### config.mk
export PLATFORM = sky130hd
export DESIGN_NAME = z2_cycle_fsm
export DESIGN_NICKNAME = d
export VERILOG_FILES = /design/src/rtl/z2_cycle_fsm.sv
export SDC_FILE = /design/constraint.sdc
export NUM_CORES = 1
export LEC_CHECK = 0
export CORE_MARGIN = 2
export CORE_UTILIZATION = 38
export DETAILED_ROUTE_END_ITERATION = 8
export PLACE_DENSITY = 0.72
export SETUP_SLACK_MARGIN = 0.2
export SLEW_MARGIN = 10
export SYNTH_ARGS = -nofsm -noshare
export SYNTH_HDL_FRONTEND = slang
export SYNTH_SLANG_ARGS = --single-unit
export TNS_END_PERCENT = 50
### constraint.sdc
create_clock -name CLK -period 1.1 [get_ports CLK]
set_input_delay 0.33 -clock CLK [delete_from_list [all_inputs] [get_ports CLK]]
set_output_delay 0.33 -clock CLK [all_outputs]
set_load 0.05 [all_outputs]
### src/rtl/z2_cycle_fsm.sv
// Zorro II bus-cycle sequencer: strobe synchronisers, cycle phase FSM, merged DTACK_n and data-bus controls.
// Optional forced acknowledge after TIMEOUT_CYCLES in Z2_DATA when DTACK_TIMEOUT_EN is defined.
module z2_cycle_fsm #(
  parameter logic [7:0] TIMEOUT_CYCLES = 8'd200
) (
  input  logic       CLK,
  input  logic       RESET_n,
  input  logic       AS_n,
  input  logic       UDS_n,
  input  logic       LDS_n,
  input  logic       RW,
  input  logic       board_sel,
  input  logic       ac_dtack,
  input  logic       dev_ready,
  output logic [1:0] z2_state,
  output logic       DTACK_n,
  output logic       dtack_oe,
  output logic       data_oe_n,
  output logic       data_latch,
  output logic       cycle_timeout
);

  typedef enum logic [1:0] {
    Z2_IDLE  = 2'b00,
    Z2_START = 2'b01,
    Z2_DATA  = 2'b10,
    Z2_END   = 2'b11
  } z2_state_t;

  z2_state_t  state, state_nx;
  logic [1:0] as_sync, uds_sync, lds_sync;
  logic       as_s, ds_s;
  logic       rw_l;
  logic       skip, skip_nx;
  logic       ack;
  logic       tmo_hit, tmo_fire;

  always_ff @(posedge CLK or negedge RESET_n) begin
    if (!RESET_n) begin
      as_sync  <= 2'b11;
      uds_sync <= 2'b11;
      lds_sync <= 2'b11;
    end else begin
      as_sync  <= {as_sync[0], AS_n};
      uds_sync <= {uds_sync[0], UDS_n};
      lds_sync <= {lds_sync[0], LDS_n};
    end
  end

  assign as_s     = as_sync[1];
  assign ds_s     = ~uds_sync[1] | ~lds_sync[1];
  assign ack      = ac_dtack | dev_ready;
  assign z2_state = state;

`ifdef DTACK_TIMEOUT_EN
  logic [7:0] tmo_cnt;

  // Counter is zero on the first Z2_DATA cycle and held at zero elsewhere.
  always_ff @(posedge CLK or negedge RESET_n) begin
    if (!RESET_n)
      tmo_cnt <= 8'd0;
    else if (state == Z2_DATA && state_nx == Z2_DATA)
      tmo_cnt <= tmo_cnt + 8'd1;
    else
      tmo_cnt <= 8'd0;
  end

  assign tmo_hit = (state == Z2_DATA) && (tmo_cnt == TIMEOUT_CYCLES - 8'd1);

  always_ff @(posedge CLK or negedge RESET_n) begin
    if (!RESET_n)
      cycle_timeout <= 1'b0;
    else
      cycle_timeout <= tmo_fire;
  end
`else
  logic unused_cfg;

  assign tmo_hit       = 1'b0;
  assign cycle_timeout = 1'b0;
  assign unused_cfg    = ^{TIMEOUT_CYCLES, tmo_fire};
`endif

  // A cycle seen while unselected is ignored until AS_n rises again (skip).
  always_comb begin
    state_nx = state;
    skip_nx  = skip;
    tmo_fire = 1'b0;
    case (state)
      Z2_IDLE: begin
        if (as_s)
          skip_nx = 1'b0;
        else if (board_sel && !skip)
          state_nx = Z2_START;
        else
          skip_nx = 1'b1;
      end
      Z2_START: begin
        if (as_s)
          state_nx = Z2_IDLE;
        else if (ds_s)
          state_nx = Z2_DATA;
      end
      Z2_DATA: begin
        if (as_s)
          state_nx = Z2_IDLE;
        else if (ack)
          state_nx = Z2_END;
        else if (tmo_hit) begin
          state_nx = Z2_END;
          tmo_fire = 1'b1;
        end
      end
      Z2_END: begin
        if (as_s)
          state_nx = Z2_IDLE;
      end
      default: state_nx = Z2_IDLE;
    endcase
  end

  // Outputs are registered from the next state so they change on the same edge as z2_state.
  always_ff @(posedge CLK or negedge RESET_n) begin
    if (!RESET_n) begin
      state      <= Z2_IDLE;
      skip       <= 1'b0;
      rw_l       <= 1'b1;
      DTACK_n    <= 1'b1;
      dtack_oe   <= 1'b0;
      data_oe_n  <= 1'b1;
      data_latch <= 1'b0;
    end else begin
      state      <= state_nx;
      skip       <= skip_nx;
      if (state == Z2_IDLE && state_nx == Z2_START)
        rw_l <= RW;
      DTACK_n    <= (state_nx != Z2_END);
      // Leaving Z2_END keeps the driver on one more cycle to actively drive DTACK_n high.
      dtack_oe   <= (state_nx != Z2_IDLE) || (state == Z2_END);
      data_oe_n  <= !(rw_l && (state_nx == Z2_DATA || state_nx == Z2_END));
      data_latch <= !rw_l && (state == Z2_START) && (state_nx == Z2_DATA);
    end
  end

endmodule
==> Word-level counts from Yosys, hierarchy flattened <==
Index checks and enable logic that the tools add are counted.
{ "totals": {"regBits": 14, "latch_bits": 0, "ramBits": 0, "mem_bits_ro": 0, "input_bits": 9, "output_inout_bits": 7, "wordCells": 45, "mem_count": 0} }
{ "op_classes": {"addsub": 0, "n_mul": 0, "n_div": 0, "magnitude_cmp": 0, "n_eq_ne": 8, "shifts": 0, "muxes": 10, "bitwise_logic": 4, "n_reduce_logical": 13} }
{ "op_table": {"columns": ["cell", "n"], "rows": [
  ["2-bit two-way mux", 7],
  ["2-bit equality test, second input constant", 4],
  ["2-bit case mux with 4 select lines", 1],
  ["1-bit logical AND", 5],
  ["2-bit by 1-bit equality test with 1-bit output, second input constant", 2],
  ["2-bit != test, second input constant", 2],
  ["1-bit logical NOT", 3],
  ["2-bit logical NOT", 1],
  ["1-bit logical OR", 2],
  ["1-bit two-way mux", 2],
  ["1-bit inverter", 2],
  ["1-bit bitwise OR", 2],
  ["2-bit AND reduction", 1],
  ["2-bit nonzero test", 1]
]} }

==> Logic depth before layout (Yosys ltp) <==
Gate-level depths: netlist of run 1.
{ "depth": {"word_depth": 9, "ltp_mapped": 3, "mapped_depth_nobuf": 3} }

==> Worst setup path before layout of run 1 <==
No wires, ideal clock.
{ "synth_timing": {"path_kind": "register -> register", "start": "register state[0], in the netlist z2_state[0]", "end": "register rw_l", "setup_ps": 82, "arrival_ps": 1277, "t_required_ps": 1018, "setup_slack_ps": -260, "path_stages_with_launch": 3, "n_path_buf": 0, "period_less_slack_ps": 1360, "cell_sequence": "dfrtp_1 > nor4_2 > mux2_2"} }
{ "synth_via": {"elab_chain_cells": 5, "elab_cells_between_ends": 14, "classes_between": "eq/ne: 4; mux: 8; reduce/logical: 2"} }
{ "synth_rtl": {"columns": ["item", "line", "rtl"], "rows": [
  ["start: declaration", "30", "z2_state_t state, state_nx;"],
  ["start signal: assignment", "133", "state <= state_nx;"],
  ["2-bit two-way mux, on equally long branches", "107, 101, 93", null],
  ["2-bit two-way mux, on equally long branches", "105, 91, 99", null],
  ["2-bit case mux with 4 select lines", "89", "case (state)"],
  ["2-bit by 1-bit equality test with 1-bit output", "135", "if (state == Z2_IDLE && state_nx == Z2_START)"],
  ["1-bit logical AND (*)", "135", null],
  ["end signal: assignment", "127", "rw_l <= 1'b1;"],
  ["end signal: assignment", "136", "rw_l <= RW;"],
  ["end: declaration", "33", "logic rw_l;"]
]} }
Every way passes the cells marked *; elsewhere a longest branch is shown, timed or not.
A chain may end at the register's enable or synchronous reset.

==> Final worst setup path of run 1 <==
{ "layout_timing": {"start": "register state[1], in the netlist z2_state[1]", "end": "output z2_state[1]"} }
{ "layout_rtl": {"columns": ["item", "line", "rtl"], "rows": [
  ["end: declaration", "15", "output logic [1:0] z2_state,"]
]} }
No word-level cell between the ends.

==> flow_metrics.tcl, run 1 <==
set metrics [dict create \
    rr_worst_depth 3 \
    critPathTopFamily "flip-flops" \
    grt_max_degree 15 \
    io_pins 16 \
    synth_top_cell_by_area "dfstp_2" \
    netlist_instances 36 \
    switching_share_pct 29.99 \
    grt_pass1_vias 329 \
    synth_commonest_cells "dfstp_2, dfrtp_1, a21oi_1" \
    max_stage_delay_ns 0.43 \
    r2r_slack_ns -0.11 \
    hold_viol 0 \
    dr_total_vias 353 \
    postSynth.asyncResetShare_pct 100.0 \
    synth_nets 45 \
    synth_edf_count 0 \
    status "finished with violations" \
    clkPwrFrac_pct 22.0 \
    area_growth_pct 72.41 \
    root_buffer "clkbuf_4" \
    hold_depth 0 \
    pre_cts_ws_ns -0.4050 \
    synth_most_common_cell "dfstp_2" \
    cp_max_fo 2 \
    combinationalPowerShare_pct 37.0 \
    nets 70 \
    hold_end "lds_sync[1]" \
    grt_pass1_wl_um 1338 \
    setup_violations 9 \
    cts_hold_buf 0 \
    final_antenna_net_count 0 \
    end_kind "primary output" \
    internal_power_mw 1.155 \
    p_switching_mw 0.4946 \
    hp-start "lds_sync[0]" \
    cts_tree "yes" \
    crit_cells 2 \
    fin_ws_ns -0.1878 \
    seq_power_share_pct 41.0 \
    hold_path.class "reg2reg" \
    postPlaceCellArea_um2 764.5 \
    r2r_start "skip" \
    yosysWarnings 0 \
    drc 0 \
    p_leak_nw 0.3726 \
    rsz0062_at_grt "yes" \
    violations "negative setup slack" \
    power_density_nw_per_um2 1883 \
    drt_iter0_markers 3 \
    drtPass1Iterations 4 \
    cts_max_path_buffers 2 \
    fp-row-count 13 \
    gp_congestion 0.7530 \
    start_util_pct 40.04 \
    cp_num_buf_inv 2 \
    nFillCells 91 \
    antenna_found_initial 0 \
    core-area_um2 1269 \
    cap_violations 0 \
    drive_gt1_share_pct 65.00 \
    wl_per_cell_um 11.88 \
    path_clk_slew_ns 0.08 \
    wl_um 891 \
    max_freq_mhz 776.5 \
    detailed_place_hpwl_um 614.8 \
    ys_seq_area_share_pct 71.18 \
    post-synth-top-area-fraction_pct 46.55 \
    yosys-top-cells-area "dfstp_2, dfrtp_1, a21oi_1" \
    path_class "reg2out" \
    post-route-period-util_pct 117.1 \
    worstSkewPairLatency_ns 0.27 \
    dieArea_um2 1645 \
    worst-endpoint-required_ns 0.77 \
    final_area_um2 875.8 \
    synth_seq_cells 14 \
    numCtsBuffers 3 \
    finClkSkew_ns 0.0002204 \
    die-width_um 40.56 \
    critical_path.slowest_cell "dfrtp_2" \
    reg2reg_to "rw_l" \
    die_h_um 40.56 \
    crit_arrival_ns 0.96 \
    cts.sinks 14 \
    layout_min_cycle_time_ns 1.288 \
    grt.total_usage_pct 13.04 \
    worstPathCellList "buf_6 -> buf_12" \
    peakVddDrop_uv 1122 \
    ys.flop_type "dfstp_2" \
    avgSynthCellArea_um2 14.11 \
    via_per_inst 4.707 \
    htreeDepth 1 \
    synth.distinct_cells 19 \
    insertedDiodeCount 0 \
    start_kind "flop" \
    io_buffers 14 \
    grt-ovfl-total 0 \
    drv_slew 0 \
    netlist_area_um2 508.0 \
]
## per-layer routing
layer	track usage (%)	vias up	share of wire [%]
met1	15.19	175	41
li1	-	168	-
met2	21.43	10	54
met4	5.000	0	0
met5	0	-	0
met3	5.000	0	4.5
## power groups by stage
stage	Combinational (mW)	Sequential, mW	Clock (mW)
final	0.610	0.677	0.362
after CTS	0.599	0.673	0.378
after detailed placement	0.499	0.691	0
after global routing	0.645	0.687	0.394
after global placement	0.489	0.687	0
after floorplan	0.131	0.794	0
## flip-flops by register name, indices dropped and copies added (netlist names)
name        flops
skip            1
dtack_oe        1
z2_state        2
DTACK_n         1
as_sync         2
data_oe_n       1
data_latch      1
rw_l            1
uds_sync        2
lds_sync        2
## worst max-delay path by stage
stage / startpoint / to / slack, ns
2_1_floorplan: z2_state[1] / rw_l / -0.14
3_5_place_dp: board_sel / rw_l / -0.41
6_report: z2_state[1] / z2_state[1] / -0.19
4_1_cts: DTACK_n / DTACK_n / -0.20
3_3_place_gp: board_sel / rw_l / -0.38
5_1_grt: z2_state[1] / z2_state[1] / -0.22
## kinds of logic after synthesis
group	Yosys count	synth area share (%)
buf+inv	3	4.433
other cells	1	0.7382
mux	1	2.217
flops	14	71.18
compound gates	7	10.34
simple gates	10	11.09
## area by class of cell
| type | instances | area, µm² | area share, % |
|---|---|---|---|
| clock buffer | 4 | 36.28 | 4.143 |
| sequential | 14 | 364.1 | 41.57 |
| timing repair buffer | 22 | 286.5 | 32.71 |
| tap | 15 | 18.77 | 2.143 |
| inverter | 1 | 3.754 | 0.4286 |
| multi-input combinational | 19 | 166.4 | 19.00 |
## per-stage QoR
step,total power [mW],hold WS [ns],util [%],TNS (ns),cells
detailed placement,1.190,0.3470,60.26,-1.180,68
CTS,1.650,0.3593,68.24,-1.044,75
finish,1.649,0.3586,69.03,-0.9742,75
floorplan,0.9251,0.03441,-,-0.1774,36
global route,1.726,0.3626,69.03,-1.363,75
global placement,1.175,0.3457,60.26,-1.097,68
## repair_timing
action / CTS / global route
setup buffers: 3 / 0
pin swaps: 1 / 2
setup endpoints to repair: 14 / 14
gates resized for setup: 10 / 2
## placed cells by master, fill, tap and decap left out
master           netlist  final
dfstp_2                9      9
clkdlybuf4s50_1        0      7
buf_12                 0      7
buf_6                  1      4
clkbuf_4               0      3
dfrtp_1                5      3
buf_4                  1      3
a21oi_2                1      2
nor3_2                 0      2
nand2_1                2      2
a21oi_1                3      2
dfrtp_2                0      2
inv_2                  1      1
a21bo_4                0      1
nand2b_4               0      1
nor2_2                 0      1
o211a_1                1      1
or3_1                  1      1
a2bb2oi_1              1      1
nor4_1                 1      1
nor4_4                 0      1
mux2_4                 0      1
nor2_1                 2      1
conb_1                 1      1
clkbuf_8               0      1
dlygate4sd2_1          0      1
Power figures use the tool's default switching activity.
==> run 2: changes to the inputs <==
--- a/config.mk
+++ b/config.mk
@@ -10,7 +10,7 @@
 export DETAILED_ROUTE_END_ITERATION = 8
 export PLACE_DENSITY = 0.72
 export SETUP_SLACK_MARGIN = 0.2
-export SLEW_MARGIN = 10
+export SLEW_MARGIN = 15
 export SYNTH_ARGS = -nofsm -noshare
 export SYNTH_HDL_FRONTEND = slang
 export SYNTH_SLANG_ARGS = --single-unit
==> results of run 2 <==
The final DEF is identical to that of run 1; final timing and power are the same.
==> run 3: changes to the inputs <==
--- a/config.mk
+++ b/config.mk
@@ -9,6 +9,7 @@
 export CORE_UTILIZATION = 38
 export DETAILED_ROUTE_END_ITERATION = 8
 export PLACE_DENSITY = 0.72
+export REMOVE_ABC_BUFFERS = 1
 export SETUP_SLACK_MARGIN = 0.2
 export SLEW_MARGIN = 15
 export SYNTH_ARGS = -nofsm -noshare
==> run 3 against run 2 <==
The flow still finishes with violations (negative setup slack). Critical path depth did not move. Clock power fell by 19%. Global-route usage rose by 3.6 points. Register-to-register slack barely moved. Maximum frequency rose by 0.20%. Worst setup slack improved by 0.0026 ns. Utilization rose by 2.7 points. Non-clock buffer count rose by 4. Sequential share of layout area fell by 1.8 points. Combinational power rose by 8.2%. Sequential power barely moved. Largest power group unchanged. Highest routed layer is now met4.
==> flow_metrics.tcl, run 3 (same netlist as run 1, synthesis figures left out) <==
set metrics [dict create \
    via_per_inst 4.848 \
    root_buffer "clkbuf_4" \
    p_leak_nw 0.3894 \
    grt.total_usage_pct 16.65 \
    final_area_um2 909.6 \
    post-route-period-util_pct 116.8 \
    grt-ovfl-total 0 \
    layout_min_cycle_time_ns 1.285 \
    cp_max_fo 3 \
    cts_max_path_buffers 2 \
    htreeDepth 1 \
    postPlaceCellArea_um2 765.7 \
    hold_viol 0 \
    final_cell_count_no_fill 79 \
    max_freq_mhz 778.1 \
    start_util_pct 40.04 \
    cap_violations 0 \
    numCtsBuffers 3 \
    hp-start "lds_sync[0]" \
    drtPass1Iterations 4 \
    grt_pass1_wl_um 1587 \
    drc 0 \
    path_class "reg2out" \
    violations "negative setup slack" \
    worst-endpoint-required_ns 0.77 \
    reg2reg_to "rw_l" \
    grt_pass1_vias 367 \
    wl_per_cell_um 13.03 \
    fin_ws_ns -0.1853 \
    io_pins 16 \
    grt_max_degree 15 \
    gr-usage-met2_pct 27.78 \
    path_clk_slew_ns 0.08 \
    end_kind "primary output" \
    nFillCells 85 \
    met1_usage_pct 15.90 \
    hold_path.class "reg2reg" \
    worstSkewPairLatency_ns 0.27 \
    cts.sinks 14 \
    status "finished with violations" \
    dp.cells 69 \
    dr_total_vias 383 \
    setup_violations 14 \
    dieArea_um2 1645 \
    gp_congestion 0.6847 \
    die-width_um 40.56 \
    power_density_nw_per_um2 1788 \
    start_kind "flop" \
    cp-startpoint "z2_state[0]" \
    nets 74 \
    met3_usage_pct 5.556 \
    rsz0062_at_grt "yes" \
    finClkSkew_ns 0.006513 \
    r2r_start "z2_state[0]" \
    area_growth_pct 79.06 \
    top_usage_layer "met2" \
    cts_tree "yes" \
    peakVddDrop_uv 903.0 \
    hold_end "lds_sync[1]" \
    hold_depth 0 \
    crit_arrival_ns 0.96 \
    wl_um 1029 \
    final_antenna_net_count 0 \
    drive_gt1_share_pct 59.38 \
    drt_iter0_markers 4 \
    detailed_place_hpwl_um 615.9 \
    io_buffers 14 \
    fp-row-count 13 \
    core-area_um2 1269 \
    antenna_found_initial 0 \
    insertedDiodeCount 0 \
    rr_worst_depth 3 \
    drv_slew 0 \
    die_h_um 40.56 \
    layout_common_cells "dfstp_2, clkdlybuf4s50_1, buf_12, buf_4, dfrtp_1" \
    layout_commonest_cell "dfstp_2" \
    r2r_slack_ns -0.11 \
]
==> run 3: cell count changes in the layout (fill, tap and decap cells not counted), sizes merged <==
cell,previous run,this run
buf,14,18
clkdlybuf4s50,7,8
dlygate4sd2,1,0
==> run 3: critical path, stage by stage (launching register included) <==
cell	delay (ns)
dfrtp_1	0.41
buf_6	0.13
buf_12	0.14
==> run 3: how the worst max path moves through the flow <==
stage / end / slack [ns] / cells after the start
2_1_floorplan: rw_l / -0.26 / 2
6_report: z2_state[0] / -0.19 / 2
3_5_place_dp: rw_l / -0.39 / 4
4_1_cts: data_oe_n / -0.20 / 1
5_1_grt: z2_state[1] / -0.22 / 2
3_3_place_gp: rw_l / -0.37 / 4
==> run 3: area by class of cell <==
class                           count  area, µm²  area share [%]
Clock buffer                        4      26.28           2.889
Timing Repair Buffer               26      321.6           35.35
Multi-Input combinational cell     19      172.7           18.98
Tap cell                           15      18.77           2.063
Sequential cell                    14      361.6           39.75
Inverter                            1      8.758          0.9629
==> run 3: stage by stage <==
stage | TNS, ns | hold slack (ns) | setup WS [ns] | power (mW) | util, %
floorplan | -1.125 | 0.03441 | -0.2595 | 0.9114 | -
global placement | -1.087 | 0.3456 | -0.3736 | 1.181 | 60.36
detailed placement | -1.172 | 0.3469 | -0.3900 | 1.192 | 60.36
CTS | -1.205 | 0.3586 | -0.2014 | 1.562 | 66.67
global route | -1.977 | 0.3611 | -0.2233 | 1.706 | 71.70
finish | -1.372 | 0.3569 | -0.1853 | 1.627 | 71.70
==> run 3: timing repair <==
| item | 4_1_cts | 5_1_grt |
|---|---|---|
| pin swaps | 2 | 2 |
| resized for setup | 7 | 8 |
| endpoints found under the setup margin | 14 | 14 |
| buffers inserted | 3 | 3 |
| hold buffers | 0 | 0 |
==> run 3: per-layer routing <==
layer  vias to the layer above  wire length [µm]
met5                         -                 0
met4                         0                 8
met3                         2                55
met2                        14               542
met1                       188               422
li1                        179                 -
==> run 3: where the power goes <==
part           switching, mW  internal [mW]  total (mW)
logic                  0.300          0.360       0.660
registers             0.0559          0.619       0.675
clock network          0.152          0.140       0.292
